File: config.mk
export PLATFORM = sky130hd
export DESIGN_NAME = complex_magnitude_peak_flat
export DESIGN_NICKNAME = d
export VERILOG_FILES = /design/src/rtl/complex_magnitude_peak_pkg.sv /design/src/rtl/complex_magnitude_peak_if.sv /design/src/rtl/complex_magnitude_peak_tracker.sv /design/src/rtl/complex_magnitude_peak.sv /design/src/flat_wrapper.sv
export SDC_FILE = /design/constraint.sdc
export NUM_CORES = 1
export LEC_CHECK = 0
export BUFFER_PORTS_ARGS = -buffer_cell sky130_fd_sc_hd__buf_2
export CORE_MARGIN = 2
export CORE_UTILIZATION = 57
export DETAILED_ROUTE_END_ITERATION = 6
export GPL_ROUTABILITY_DRIVEN = 0
export GPL_TIMING_DRIVEN = 0
export PLACE_DENSITY = 0.89
export RECOVER_POWER = 50
export SLEW_MARGIN = 20
export SYNTH_ARGS = -nofsm -noshare
export SYNTH_HDL_FRONTEND = slang
export SYNTH_SLANG_ARGS = --single-unit
File: constraint.sdc
create_clock -name clock -period 7.6 [get_ports clock]
set_input_delay 0.38 -clock clock [delete_from_list [all_inputs] [get_ports clock]]
set_output_delay 0.38 -clock clock [all_outputs]
set_load 0.005 [all_outputs]
File: src/rtl/complex_magnitude_peak_pkg.sv
// Shared definitions for the complex-magnitude estimator: the approximation
// mode encoding and the default widths.
package complex_magnitude_pkg;

    localparam int unsigned DATA_WIDTH_DEFAULT  = 18;
    localparam int unsigned FRAME_LEN_DEFAULT   = 1024;
    localparam int unsigned INDEX_WIDTH_DEFAULT = 10;

    typedef enum logic [1:0] {
        MAG_AMBM_QUARTER = 2'd0,
        MAG_AMBM_3_8     = 2'd1,
        MAG_L1           = 2'd2,
        MAG_LINF         = 2'd3
    } mag_mode_e;

endpackage

File: src/rtl/complex_magnitude_peak_if.sv
// Sample stream and result bundle of complex_magnitude_peak. The master side
// supplies I/Q samples; the slave side (the estimator) returns magnitudes and peaks.
interface complex_magnitude_peak_if
    import complex_magnitude_pkg::*;
#(
    parameter int unsigned DATA_WIDTH  = DATA_WIDTH_DEFAULT,
    parameter int unsigned INDEX_WIDTH = INDEX_WIDTH_DEFAULT
);
    logic                          validIn;
    logic                          frameRestart;
    logic [1:0]                    mode;
    logic signed [DATA_WIDTH-1:0]  dataInRe;
    logic signed [DATA_WIDTH-1:0]  dataInIm;
    logic                          validOut;
    logic [DATA_WIDTH:0]           dataOut;
    logic                          peakValid;
    logic [DATA_WIDTH:0]           peakMag;
    logic [INDEX_WIDTH-1:0]        peakIndex;

    modport master (
        output validIn, frameRestart, mode, dataInRe, dataInIm,
        input  validOut, dataOut, peakValid, peakMag, peakIndex
    );

    modport slave (
        input  validIn, frameRestart, mode, dataInRe, dataInIm,
        output validOut, dataOut, peakValid, peakMag, peakIndex
    );

endinterface

File: src/rtl/complex_magnitude_peak_tracker.sv
// Per-frame running-maximum search over the magnitude stream: sample index,
// best value and its index, frame restart and the end-of-frame pulse.
module peak_tracker
    import complex_magnitude_pkg::*;
#(
    parameter int unsigned DATA_WIDTH  = DATA_WIDTH_DEFAULT,
    parameter int unsigned FRAME_LEN   = FRAME_LEN_DEFAULT,
    parameter int unsigned INDEX_WIDTH = INDEX_WIDTH_DEFAULT
) (
    input  logic                   clock,
    input  logic                   resetN,
    input  logic                   enable,
    input  logic                   sample_valid,
    input  logic                   sample_restart,
    input  logic [DATA_WIDTH:0]    sample_mag,
    output logic                   peak_valid,
    output logic [DATA_WIDTH:0]    peak_mag,
    output logic [INDEX_WIDTH-1:0] peak_index
);
    localparam logic [INDEX_WIDTH-1:0] LAST_IDX = INDEX_WIDTH'(FRAME_LEN - 1);
    localparam logic [INDEX_WIDTH-1:0] IDX_ONE  = INDEX_WIDTH'(1);

    logic [INDEX_WIDTH-1:0] idx_q, idx_d;
    logic [DATA_WIDTH:0]    max_q, max_d;
    logic [INDEX_WIDTH-1:0] max_idx_q, max_idx_d;
    logic                   pv_q, pv_d;
    logic [DATA_WIDTH:0]    pm_q, pm_d;
    logic [INDEX_WIDTH-1:0] pi_q, pi_d;

    logic [INDEX_WIDTH-1:0] cur_idx;
    logic                   take;

    always_comb begin
        idx_d     = idx_q;
        max_d     = max_q;
        max_idx_d = max_idx_q;
        pv_d      = pv_q;
        pm_d      = pm_q;
        pi_d      = pi_q;
        cur_idx   = sample_restart ? '0 : idx_q;
        // index 0 always reloads, so ties keep the first occurrence via strict '>'
        take      = (cur_idx == '0) || (sample_mag > max_q);
        if (enable) begin
            pv_d = 1'b0;
            if (sample_valid) begin
                max_d     = take ? sample_mag : max_q;
                max_idx_d = take ? cur_idx : max_idx_q;
                if (cur_idx == LAST_IDX) begin
                    pv_d  = 1'b1;
                    pm_d  = max_d;
                    pi_d  = max_idx_d;
                    idx_d = '0;
                end else begin
                    idx_d = cur_idx + IDX_ONE;
                end
            end
        end
    end

    always_ff @(posedge clock or negedge resetN) begin
        if (!resetN) begin
            idx_q     <= '0;
            max_q     <= '0;
            max_idx_q <= '0;
            pv_q      <= 1'b0;
            pm_q      <= '0;
            pi_q      <= '0;
        end else begin
            idx_q     <= idx_d;
            max_q     <= max_d;
            max_idx_q <= max_idx_d;
            pv_q      <= pv_d;
            pm_q      <= pm_d;
            pi_q      <= pi_d;
        end
    end

    assign peak_valid = pv_q;
    assign peak_mag   = pm_q;
    assign peak_index = pi_q;

endmodule

File: src/rtl/complex_magnitude_peak.sv
// Three-stage complex-magnitude estimator (abs, sort, combine) with an optional
// per-frame peak search built only when PEAK_SEARCH_EN is defined.
module complex_magnitude_peak
    import complex_magnitude_pkg::*;
#(
    parameter int unsigned DATA_WIDTH  = DATA_WIDTH_DEFAULT,
    parameter int unsigned FRAME_LEN   = FRAME_LEN_DEFAULT,
    parameter int unsigned INDEX_WIDTH = INDEX_WIDTH_DEFAULT
) (
    input  logic                      clock,
    input  logic                      resetN,
    input  logic                      enable,
    complex_magnitude_peak_if.slave   bus
);
    generate
        if (FRAME_LEN < 2 || (64'(1) << INDEX_WIDTH) < 64'(FRAME_LEN)) begin : g_bad_cfg
            $error("complex_magnitude_peak: FRAME_LEN/INDEX_WIDTH out of range");
        end
    endgenerate

    logic [DATA_WIDTH-1:0] re_u, im_u;

    logic                  v1_q, v1_d;
    logic [DATA_WIDTH-1:0] a1_q, a1_d, b1_q, b1_d;
    mag_mode_e             mode1_q, mode1_d;
    logic                  v2_q, v2_d;
    logic [DATA_WIDTH-1:0] mx2_q, mx2_d, mn2_q, mn2_d;
    mag_mode_e             mode2_q, mode2_d;
    logic                  v3_q, v3_d;
    logic [DATA_WIDTH:0]   mag3_q, mag3_d;
    logic [DATA_WIDTH:0]   mx_e, mn_e;

    always_comb begin
        v1_d    = v1_q;
        a1_d    = a1_q;
        b1_d    = b1_q;
        mode1_d = mode1_q;
        v2_d    = v2_q;
        mx2_d   = mx2_q;
        mn2_d   = mn2_q;
        mode2_d = mode2_q;
        v3_d    = v3_q;
        mag3_d  = mag3_q;
        re_u    = bus.dataInRe;
        im_u    = bus.dataInIm;
        mx_e    = {1'b0, mx2_q};
        mn_e    = {1'b0, mn2_q};
        if (enable) begin
            // unsigned negate keeps -2^(W-1) as 2^(W-1) instead of wrapping
            v1_d    = bus.validIn;
            a1_d    = re_u[DATA_WIDTH-1] ? ('0 - re_u) : re_u;
            b1_d    = im_u[DATA_WIDTH-1] ? ('0 - im_u) : im_u;
            mode1_d = mag_mode_e'(bus.mode);

            v2_d    = v1_q;
            mx2_d   = (a1_q >= b1_q) ? a1_q : b1_q;
            mn2_d   = (a1_q >= b1_q) ? b1_q : a1_q;
            mode2_d = mode1_q;

            v3_d    = v2_q;
            case (mode2_q)
                MAG_AMBM_QUARTER: mag3_d = mx_e + (mn_e >> 2);
                MAG_AMBM_3_8:     mag3_d = mx_e + (mn_e >> 2) + (mn_e >> 3);
                MAG_L1:           mag3_d = mx_e + mn_e;
                MAG_LINF:         mag3_d = mx_e;
                default:          mag3_d = mx_e;
            endcase
        end
    end

    always_ff @(posedge clock or negedge resetN) begin
        if (!resetN) begin
            v1_q    <= 1'b0;
            a1_q    <= '0;
            b1_q    <= '0;
            mode1_q <= MAG_AMBM_QUARTER;
            v2_q    <= 1'b0;
            mx2_q   <= '0;
            mn2_q   <= '0;
            mode2_q <= MAG_AMBM_QUARTER;
            v3_q    <= 1'b0;
            mag3_q  <= '0;
        end else begin
            v1_q    <= v1_d;
            a1_q    <= a1_d;
            b1_q    <= b1_d;
            mode1_q <= mode1_d;
            v2_q    <= v2_d;
            mx2_q   <= mx2_d;
            mn2_q   <= mn2_d;
            mode2_q <= mode2_d;
            v3_q    <= v3_d;
            mag3_q  <= mag3_d;
        end
    end

    assign bus.validOut = v3_q;
    assign bus.dataOut  = mag3_q;

`ifdef PEAK_SEARCH_EN
    logic rs1_q, rs1_d, rs2_q, rs2_d, rs3_q, rs3_d;

    always_comb begin
        rs1_d = rs1_q;
        rs2_d = rs2_q;
        rs3_d = rs3_q;
        if (enable) begin
            rs1_d = bus.validIn & bus.frameRestart;
            rs2_d = rs1_q;
            rs3_d = rs2_q;
        end
    end

    always_ff @(posedge clock or negedge resetN) begin
        if (!resetN) begin
            rs1_q <= 1'b0;
            rs2_q <= 1'b0;
            rs3_q <= 1'b0;
        end else begin
            rs1_q <= rs1_d;
            rs2_q <= rs2_d;
            rs3_q <= rs3_d;
        end
    end

    peak_tracker #(
        .DATA_WIDTH (DATA_WIDTH),
        .FRAME_LEN  (FRAME_LEN),
        .INDEX_WIDTH(INDEX_WIDTH)
    ) u_peak_tracker (
        .clock         (clock),
        .resetN        (resetN),
        .enable        (enable),
        .sample_valid  (v3_q),
        .sample_restart(rs3_q),
        .sample_mag    (mag3_q),
        .peak_valid    (bus.peakValid),
        .peak_mag      (bus.peakMag),
        .peak_index    (bus.peakIndex)
    );
`else
    assign bus.peakValid = 1'b0;
    assign bus.peakMag   = '0;
    assign bus.peakIndex = '0;
`endif

endmodule

File: src/flat_wrapper.sv
// flat-port wrapper written by rule: the top's interface ports become plain ports
module complex_magnitude_peak_flat import complex_magnitude_pkg::*;
#(
    parameter int unsigned DATA_WIDTH  = DATA_WIDTH_DEFAULT,
    parameter int unsigned FRAME_LEN   = FRAME_LEN_DEFAULT,
    parameter int unsigned INDEX_WIDTH = INDEX_WIDTH_DEFAULT
)
  (clock, resetN, enable, bus_validIn, bus_frameRestart, bus_mode, bus_dataInRe, bus_dataInIm, bus_validOut, bus_dataOut, bus_peakValid, bus_peakMag, bus_peakIndex);
  complex_magnitude_peak_if #(.DATA_WIDTH(DATA_WIDTH), .INDEX_WIDTH(INDEX_WIDTH)) bus_i ();
  input  logic clock;
  input  logic resetN;
  input  logic enable;
  input wire logic [$bits(bus_i.validIn)-1:0] bus_validIn;
  input wire logic [$bits(bus_i.frameRestart)-1:0] bus_frameRestart;
  input wire logic [$bits(bus_i.mode)-1:0] bus_mode;
  input wire logic [$bits(bus_i.dataInRe)-1:0] bus_dataInRe;
  input wire logic [$bits(bus_i.dataInIm)-1:0] bus_dataInIm;
  output wire logic [$bits(bus_i.validOut)-1:0] bus_validOut;
  output wire logic [$bits(bus_i.dataOut)-1:0] bus_dataOut;
  output wire logic [$bits(bus_i.peakValid)-1:0] bus_peakValid;
  output wire logic [$bits(bus_i.peakMag)-1:0] bus_peakMag;
  output wire logic [$bits(bus_i.peakIndex)-1:0] bus_peakIndex;
  assign bus_i.validIn = bus_validIn;
  assign bus_i.frameRestart = bus_frameRestart;
  assign bus_i.mode = bus_mode;
  assign bus_i.dataInRe = bus_dataInRe;
  assign bus_i.dataInIm = bus_dataInIm;
  assign bus_validOut = bus_i.validOut;
  assign bus_dataOut = bus_i.dataOut;
  assign bus_peakValid = bus_i.peakValid;
  assign bus_peakMag = bus_i.peakMag;
  assign bus_peakIndex = bus_i.peakIndex;
  complex_magnitude_peak #(.DATA_WIDTH(DATA_WIDTH), .FRAME_LEN(FRAME_LEN), .INDEX_WIDTH(INDEX_WIDTH)) u_core (.clock(clock), .resetN(resetN), .enable(enable), .bus(bus_i));
endmodule
==> results of run 1 <==
[state kept, by name (all words and copies together), names as in the netlist]
register,count
u_core.b1_q,18
u_core.mode2_q,2
u_core.mode1_q,2
u_core.mn2_q,18
u_core.mx2_q,18
u_core.bus.dataOut,19
u_core.bus.validOut,1
u_core.a1_q,18
u_core.v1_q,1
u_core.v2_q,1
[cell type report]
| class | count | area share (%) |
|---|---|---|
| tap | 184 | 2.41 |
| buffer | 77 | 4.20 |
| timing repair buffer | 62 | 3.49 |
| clock inverter | 6 | 1.43 |
| clock buffer | 10 | 2.50 |
| antenna | 1 | 0.0262 |
| inverter | 41 | 1.61 |
| sequential | 98 | 25.6 |
| multi-input combinational | 819 | 58.7 |
[per-stage QoR]
step                hold WS (ns)  utilization, %  power [W]
floorplan                 0.0844               -    0.00276
finish                     0.248            65.6    0.00396
detailed placement         0.238            63.0    0.00330
CTS                        0.248            65.6    0.00390
global route               0.261            65.6    0.00424
global placement           0.460            62.8    0.00320
[what timing repair did]
action                                 in CTS  in global routing
resized for setup                           0                  0
hold buffers                                1                  0
endpoints found under the hold margin      19                  0
[cells in the mapped netlist, types with 27 or more instances]
cell      instances  area [um2]
a21oi_1         114         571
buf_4            30         225
clkbuf_1         42         158
dfrtp_1          98        2450
ha_1             69         863
inv_1            38         143
nand2_1          83         312
nand4_1          37         231
nor2_1          105         394
o211ai_1         42         315
o21ai_0          37         185
xnor2_1          27         236
xor2_1           38         333
[kinds of logic after synthesis]
kind of cell / Yosys count / share of synthesized area [%]
adders and majority gates: 72 / 10.8
xor gates and xnor gates: 65 / 6.68
buffers and inverters: 118 / 6.52
DFF: 98 / 28.8
muxes: 31 / 5.30
and+or+nand+nor: 296 / 16.2
other: 1 / 0.0440
AOI/OAI and AO/OA: 325 / 25.6
[worst min path at each step]
stage,endpoint,slack (ns),depth (start not counted)
after floorplan,u_core.a1_q[0],0.08,0
after global placement,u_core.mode2_q[0],0.46,2
after detailed placement,u_core.bus.dataOut[4],0.24,1
after CTS,u_core.mode1_q[0],0.25,2
after global routing,u_core.v1_q,0.26,2
final,u_core.mode1_q[0],0.25,2
[power groups by stage]
stage / Clock (W) / Sequential (W) / Combinational (W)
floorplan: 0 / 0.000770 / 0.00199
global placement: 0 / 0.000811 / 0.00239
detailed placement: 0 / 0.000819 / 0.00248
CTS: 0.000580 / 0.000810 / 0.00251
global route: 0.000599 / 0.000834 / 0.00281
finish: 0.000580 / 0.000817 / 0.00256
[routing by layer]
layer | global-route usage (%) | wire length (um) | vias up
met5 | 0 | 0 | -
met4 | 15.4 | 1150 | 0
met3 | 4.08 | 1970 | 79
met2 | 49.0 | 10800 | 432
met1 | 38.5 | 9710 | 3816
li1 | - | - | 3872
==> metrics.yaml, run 1 <==
status: "finished clean"
cts_max_level: 3
routedWlPerCell_um: 18.2
die_h_um: 126
hold_viol_final: 0
postCtsSetupRepairBufs: 0
reg2reg_to: "u_core.bus.dataOut[15]"
first_pass_iters: 6
cts.sinks: 98
start_util_pct: 58.4
final_common_cell: "a21oi_1"
ios: 93
design_area_um2: 9570
path_common_cell: "a21oi_1"
crit_start: "u_core.mx2_q[0]"
netlist_instances: 1006
power.share.switching_pct: 44.7
grt_max_degree: 80
crit_arrival_ns: 4.57
maxSlewViolCount: 0
yosysSeqAreaShare_pct: 28.8
clk_latency_ns: 0.36
p_sw_w: 0.00177
final-setup-viol-count: 0
final.setup.tns_ns: 0
grt_usage_pct: 29.8
area_growth_pct: 12.3
required_ns: 7.85
dp_hpwl_mm: 18.2
multi_input_comb_area_um2: 5620
synth_edf_count: 0
crit_fanout: 7
row_count: 44
yosysUniqueCellTypes: 77
worstMarginPinSlew_ns: 1.23
antenna_found_initial: 0
hp-class: "in -> reg"
min_period_ns: 4.32
grt_setup_unrepaired: "false"
dieArea_um2: 15900
max-slew-margin-rel_pct: 18.1
ys_warn_count: 0
layout-drive-gt1-share_pct: 12.9
crit_type: "reg -> reg"
cts_root_buffer: "clkbuf_16"
cts_tree: "yes"
cts_max_path_buffers: 2
drtIter0Drc: 1141
clock_skew_ns: 0.00866
period_share_pct: 56.8
grt_overflow_total: 0
end_kind: "flip-flop"
dp_slack_ns: 3.33
synth_area_um2: 8520
synthFlopType: "dfrtp_1"
clock.fmax_mhz: 232
nNetsFinal: 1223
via_per_inst: 6.32
cp_top_family: "compound AO/OA/AOI/OAI gates"
drc_errors: 0
grt_pass1_vias: 7785
ant_nets: 0
async_flop_share_pct: 100
path_cells: "ha_1, inv_1, fa_1, nor2b_1, o31a_1, o21ai_0, nor2b_1, o21bai_1, a21oi_1, xnor2_1, ha_1, a21oi_1, o21ai_1, a211o_1, o2111ai_1, a21oi_1, o21ai_1, or3b_1, a31o_1"
clockPowerShare_pct: 14.7
synth-seq-cells: 98
regArea_um2: 2450
core_um2: 14600
clk_pin_slew_ns: 0.07
die_width_um: 126
crit_path_start_kind: "flip-flop"
p_per_area_nw_per_um2: 413
power_frac_comb_pct: 64.7
avgSynthCellArea_um2: 8.47
n_fill_cell: 1174
crit_path_max_incr_delay_ns: 0.41
r2r_setup_slack_ns: 3.28
crit_slowest_cell: "dfrtp_1"
vias: 8199
p_int_w: 0.00219
fin_ws_ns: 3.28
timing.critical_path.to: "u_core.bus.dataOut[15]"
hold_start: "bus_mode[0]"
detailed_place.area_um2: 9190
cap_viol_max_count: 0
numCtsBuffers: 9
place_inst: 1280
crit_cells: 19
leakage_nw: 4.32
routed_wl_mm: 23.7
critPathBufInv: 1
layout_common_cells: "a21oi_1 (114), nor2_1 (105), dfrtp_1 (98)"
peakVddDrop_v: 0.000181
grt_pass1_wl_mm: 38.3
p_seq_share_pct: 20.7
timing.rr.start: "u_core.mx2_q[0]"
final_cells: 1298
worstRegToRegCells: 19
portBuffers: 60
Note: power is estimated with default switching activity, not from simulation.
==> inputs of run 2 (changes only) <==
--- a/config.mk
+++ b/config.mk
@@ -5,6 +5,7 @@
 export SDC_FILE = /design/constraint.sdc
 export NUM_CORES = 1
 export LEC_CHECK = 0
+export ABC_AREA = 1
 export BUFFER_PORTS_ARGS = -buffer_cell sky130_fd_sc_hd__buf_2
 export CORE_MARGIN = 2
 export CORE_UTILIZATION = 57
==> constraint.sdc (replaced) <==
create_clock -name clock -period 4.3 [get_ports clock]
set_input_delay 0.215 -clock clock [delete_from_list [all_inputs] [get_ports clock]]
set_output_delay 0.215 -clock clock [all_outputs]
set_load 0.005 [all_outputs]
==> run 2 against run 1 <==
Synthesized area is 1.8% higher. Synthesized cell count is 28% higher. The run now ends with capacitance limit, slew limit left. Die area is 1.8% higher. Sequential power is 68% higher. Fmax is 12% higher. Cell count is 22% higher. Largest cell class unchanged. Non-clock buffer count is 12 lower. Critical endpoint is now u_core.bus.dataOut[11]. Critical path type unchanged.
==> metrics.yaml, run 2 <==
fin_util_pct: 64.0  # -1.6 points
grt_overflow_total: 0  # unchanged
num_antenna_cells: 0  # -1
cp_top_family: "simple AND/OR/NAND/NOR gates"
core_um2: 15000  # +3.0%
crit_path_max_incr_delay_ns: 0.42  # about the same
drtIter0Drc: 871  # -24%
grt_setup_unrepaired: "false"
yosysMostFrequentCell: "nand2_1"
worstMarginPinSlew_ns: 2.04  # +0.807 ns
crit_arrival_ns: 4.09  # -0.48 ns
ys_warn_count: 0  # unchanged
status: "complete, but fails checks"
layout_common_cells: "nand2_1 (411), inv_1 (135), o21ai_0 (106)"
final.setup.tns_ns: 0  # unchanged
netlist_instances: 1286  # +28%
cts_root_buffer: "clkbuf_16"
grt_max_degree: 85  # +6.3%
dp_hpwl_mm: 19.4  # +6.7%
violations: "capacitance limit, slew limit"
crit_path_start_kind: "flip-flop"
end_kind: "flip-flop"
design_area_um2: 9620  # +0.51%
yosysTopAreaCellShare_pct: 28.3  # -0.52 points
final_common_cell: "nand2_1"
min_period_ns: 3.85  # -0.466 ns
detailed_place.area_um2: 9350  # +1.7%
dp_slack_ns: 0.554  # -2.78 ns
ios: 93  # unchanged
clock_skew_ns: 0.00987  # +0.00120 ns
clk_latency_ns: 0.37  # about the same
synth_area_um2: 8670  # +1.8%
grt_usage_pct: 31.2  # +1.4 points
cts_max_path_buffers: 2  # unchanged
crit_fanout: 5  # -2
async_flop_share_pct: 100  # unchanged
yosysTopAreaCell: "dfrtp_1"
yosysSeqAreaShare_pct: 28.3  # -0.52 points
leakage_nw: 5.15  # +19%
required_ns: 4.54  # -3.31 ns
routed_wl_mm: 24.6  # +4.2%
die_h_um: 127  # +0.88%
synthFlopType: "dfrtp_1"
die_width_um: 127  # +0.88%
max-slew-margin-rel_pct: -35.7  # -54 points
ant_nets: 0  # unchanged
via_per_inst: 5.71  # -9.5%
antenna_found_initial: 0  # unchanged
final-setup-viol-count: 0  # unchanged
synth.area.top_cells: "dfrtp_1 (28%), nand2_1 (18%), ha_1 (10%), o21ai_0 (6.1%), inv_1 (5.8%)"
clock.fmax_mhz: 260  # +12%
first_pass_iters: 5  # -1
largest_register_ffs: 19  # unchanged
period_share_pct: 89.5  # +33 points
synthTopCellsByCount: "nand2_1 (411), inv_1 (135), o21ai_0 (106)"
cap_viol_max_count: 1  # +1
grt_pass1_wl_mm: 40.2  # +5.2%
crit_type: "reg -> reg"
vias: 9023  # +10%
synth_edf_count: 0  # unchanged
post_cts_resized: 0  # unchanged
maxSlewViolCount: 85  # +85
peakVddDrop_v: 0.000257  # +42%
routedWlPerCell_um: 15.6  # -14%
row_count: 45  # +2.3%
clk_pin_slew_ns: 0.07  # about the same
critPathBufInv: 2  # +1
nNetsFinal: 1502  # +23%
synth-seq-cells: 98  # unchanged
cts_max_level: 3  # unchanged
start_util_pct: 57.7  # -0.69 points
yosysUniqueCellTypes: 49  # -36%
p_per_area_nw_per_um2: 580  # +40%
area_growth_pct: 10.9
drc_errors: 0  # unchanged
cts_tree: "yes"
avgSynthCellArea_um2: 6.74  # -20%
n_fill_cell: 1356  # +16%
fin_ws_ns: 0.451  # -2.83 ns
hp-class: "in -> reg"
crit_slowest_cell: "dfrtp_1"
layout-drive-gt1-share_pct: 11.8  # -1.1 points
hold_viol_final: 0  # unchanged
cts.sinks: 98  # unchanged
dieArea_um2: 16200  # +1.8%
portBuffers: 59  # -1.7%
numCtsBuffers: 9  # unchanged
grt_pass1_vias: 8503  # +9.2%
path_cells: "ha_1, inv_1, fa_1, nand3b_1, nand2_1, nand2_1, nand2_2, xor2_1, ha_1, a21oi_1, o21ai_0, inv_1, nand3_1, or2_2, nand3_1, nand3_1, o21ai_0, nand2_1"
[run 2: worst paths after layout]
| kind | from | to | slack, ns | cells after the start |
|---|---|---|---|---|
| worst max-delay path | u_core.mn2_q[2] | u_core.bus.dataOut[11] | 0.45 | 18 |
| worst min-delay path | bus_mode[1] | u_core.mode1_q[1] | 0.05 | 3 |
| worst max register to register | u_core.mn2_q[2] | u_core.bus.dataOut[11] | 0.45 | 18 |
| worst min register to register | u_core.bus.dataOut[9] | u_core.bus.dataOut[9] | 0.48 | 2 |
| max in group asynchronous | resetN | u_core.a1_q[5] | 1.24 | 3 |
| min in group asynchronous | resetN | u_core.bus.dataOut[16] | 0.53 | 2 |
[run 2: final cells by class]
class | count | area [um2] | area share (%)
tap | 188 | 235 | 2.45
clock inverter | 6 | 72.6 | 0.755
timing repair buffer | 61 | 308 | 3.20
clock buffer | 9 | 225 | 2.34
buffer | 66 | 410 | 4.27
inverter | 140 | 526 | 5.46
multi-input combinational | 1011 | 5390 | 56.0
sequential | 98 | 2450 | 25.5
[run 2: where the power goes]
group	internal, W	leakage [nW]	switching, W
clock network	0.000455	0.143	0.000383
logic	0.00120	3.80	0.00217
registers	0.00113	1.21	0.000239
[run 2: worst reg2reg max path, cell delays in order, from the launching register on]
cell      delay, ns
dfrtp_1        0.42
ha_1           0.27
inv_1          0.07
fa_1           0.40
nand3b_1       0.17
nand2_1        0.14
nand2_1        0.09
nand2_2        0.12
xor2_1         0.28
ha_1           0.34
a21oi_1        0.24
o21ai_0        0.19
inv_1          0.09
nand3_1        0.11
or2_2          0.29
nand3_1        0.08
nand3_1        0.07
o21ai_0        0.29
nand2_1        0.08
[run 2: cells by family (layout without fill, tap and decap cells)]
family / after synthesis / after routing / share of synthesized area (%)
AOI/OAI and AO/OA: 257 / 257 / 16.7
and+or+nand+nor: 618 / 618 / 30.1
adders and majority gates: 72 / 72 / 10.6
buffers and inverters: 206 / 282 / 10.8
other: 1 / 30 / 0.0432
xor gates and xnor gates: 34 / 34 / 3.43
DFF: 98 / 98 / 28.3
[run 2: routing by layer]
metal | global-route usage [%] | routed length [um] | up-vias | part of all wire, %
met5 | 0 | 0 | - | 0
met4 | 18.4 | 1510 | 0 | 6.1
met3 | 5.78 | 2240 | 118 | 9.1
met2 | 50.6 | 11200 | 494 | 45
met1 | 39.1 | 9730 | 4058 | 39
li1 | - | - | 4353 | -
[run 2: timing repair]
| item | in CTS | in global routing |
|---|---|---|
| hold endpoints to repair | 14 | 0 |
| setup buffers | 0 | 0 |
| hold buffers | 1 | 0 |
[run 2: through the flow]
stage               cells  hold WS (ns)  power (W)
floorplan            1315       -0.0806    0.00377
global placement     1562         0.422    0.00453
detailed placement   1563        0.0593    0.00464
CTS                  1579        0.0528    0.00550
global route         1579        0.0720    0.00607
finish               1579        0.0547    0.00558
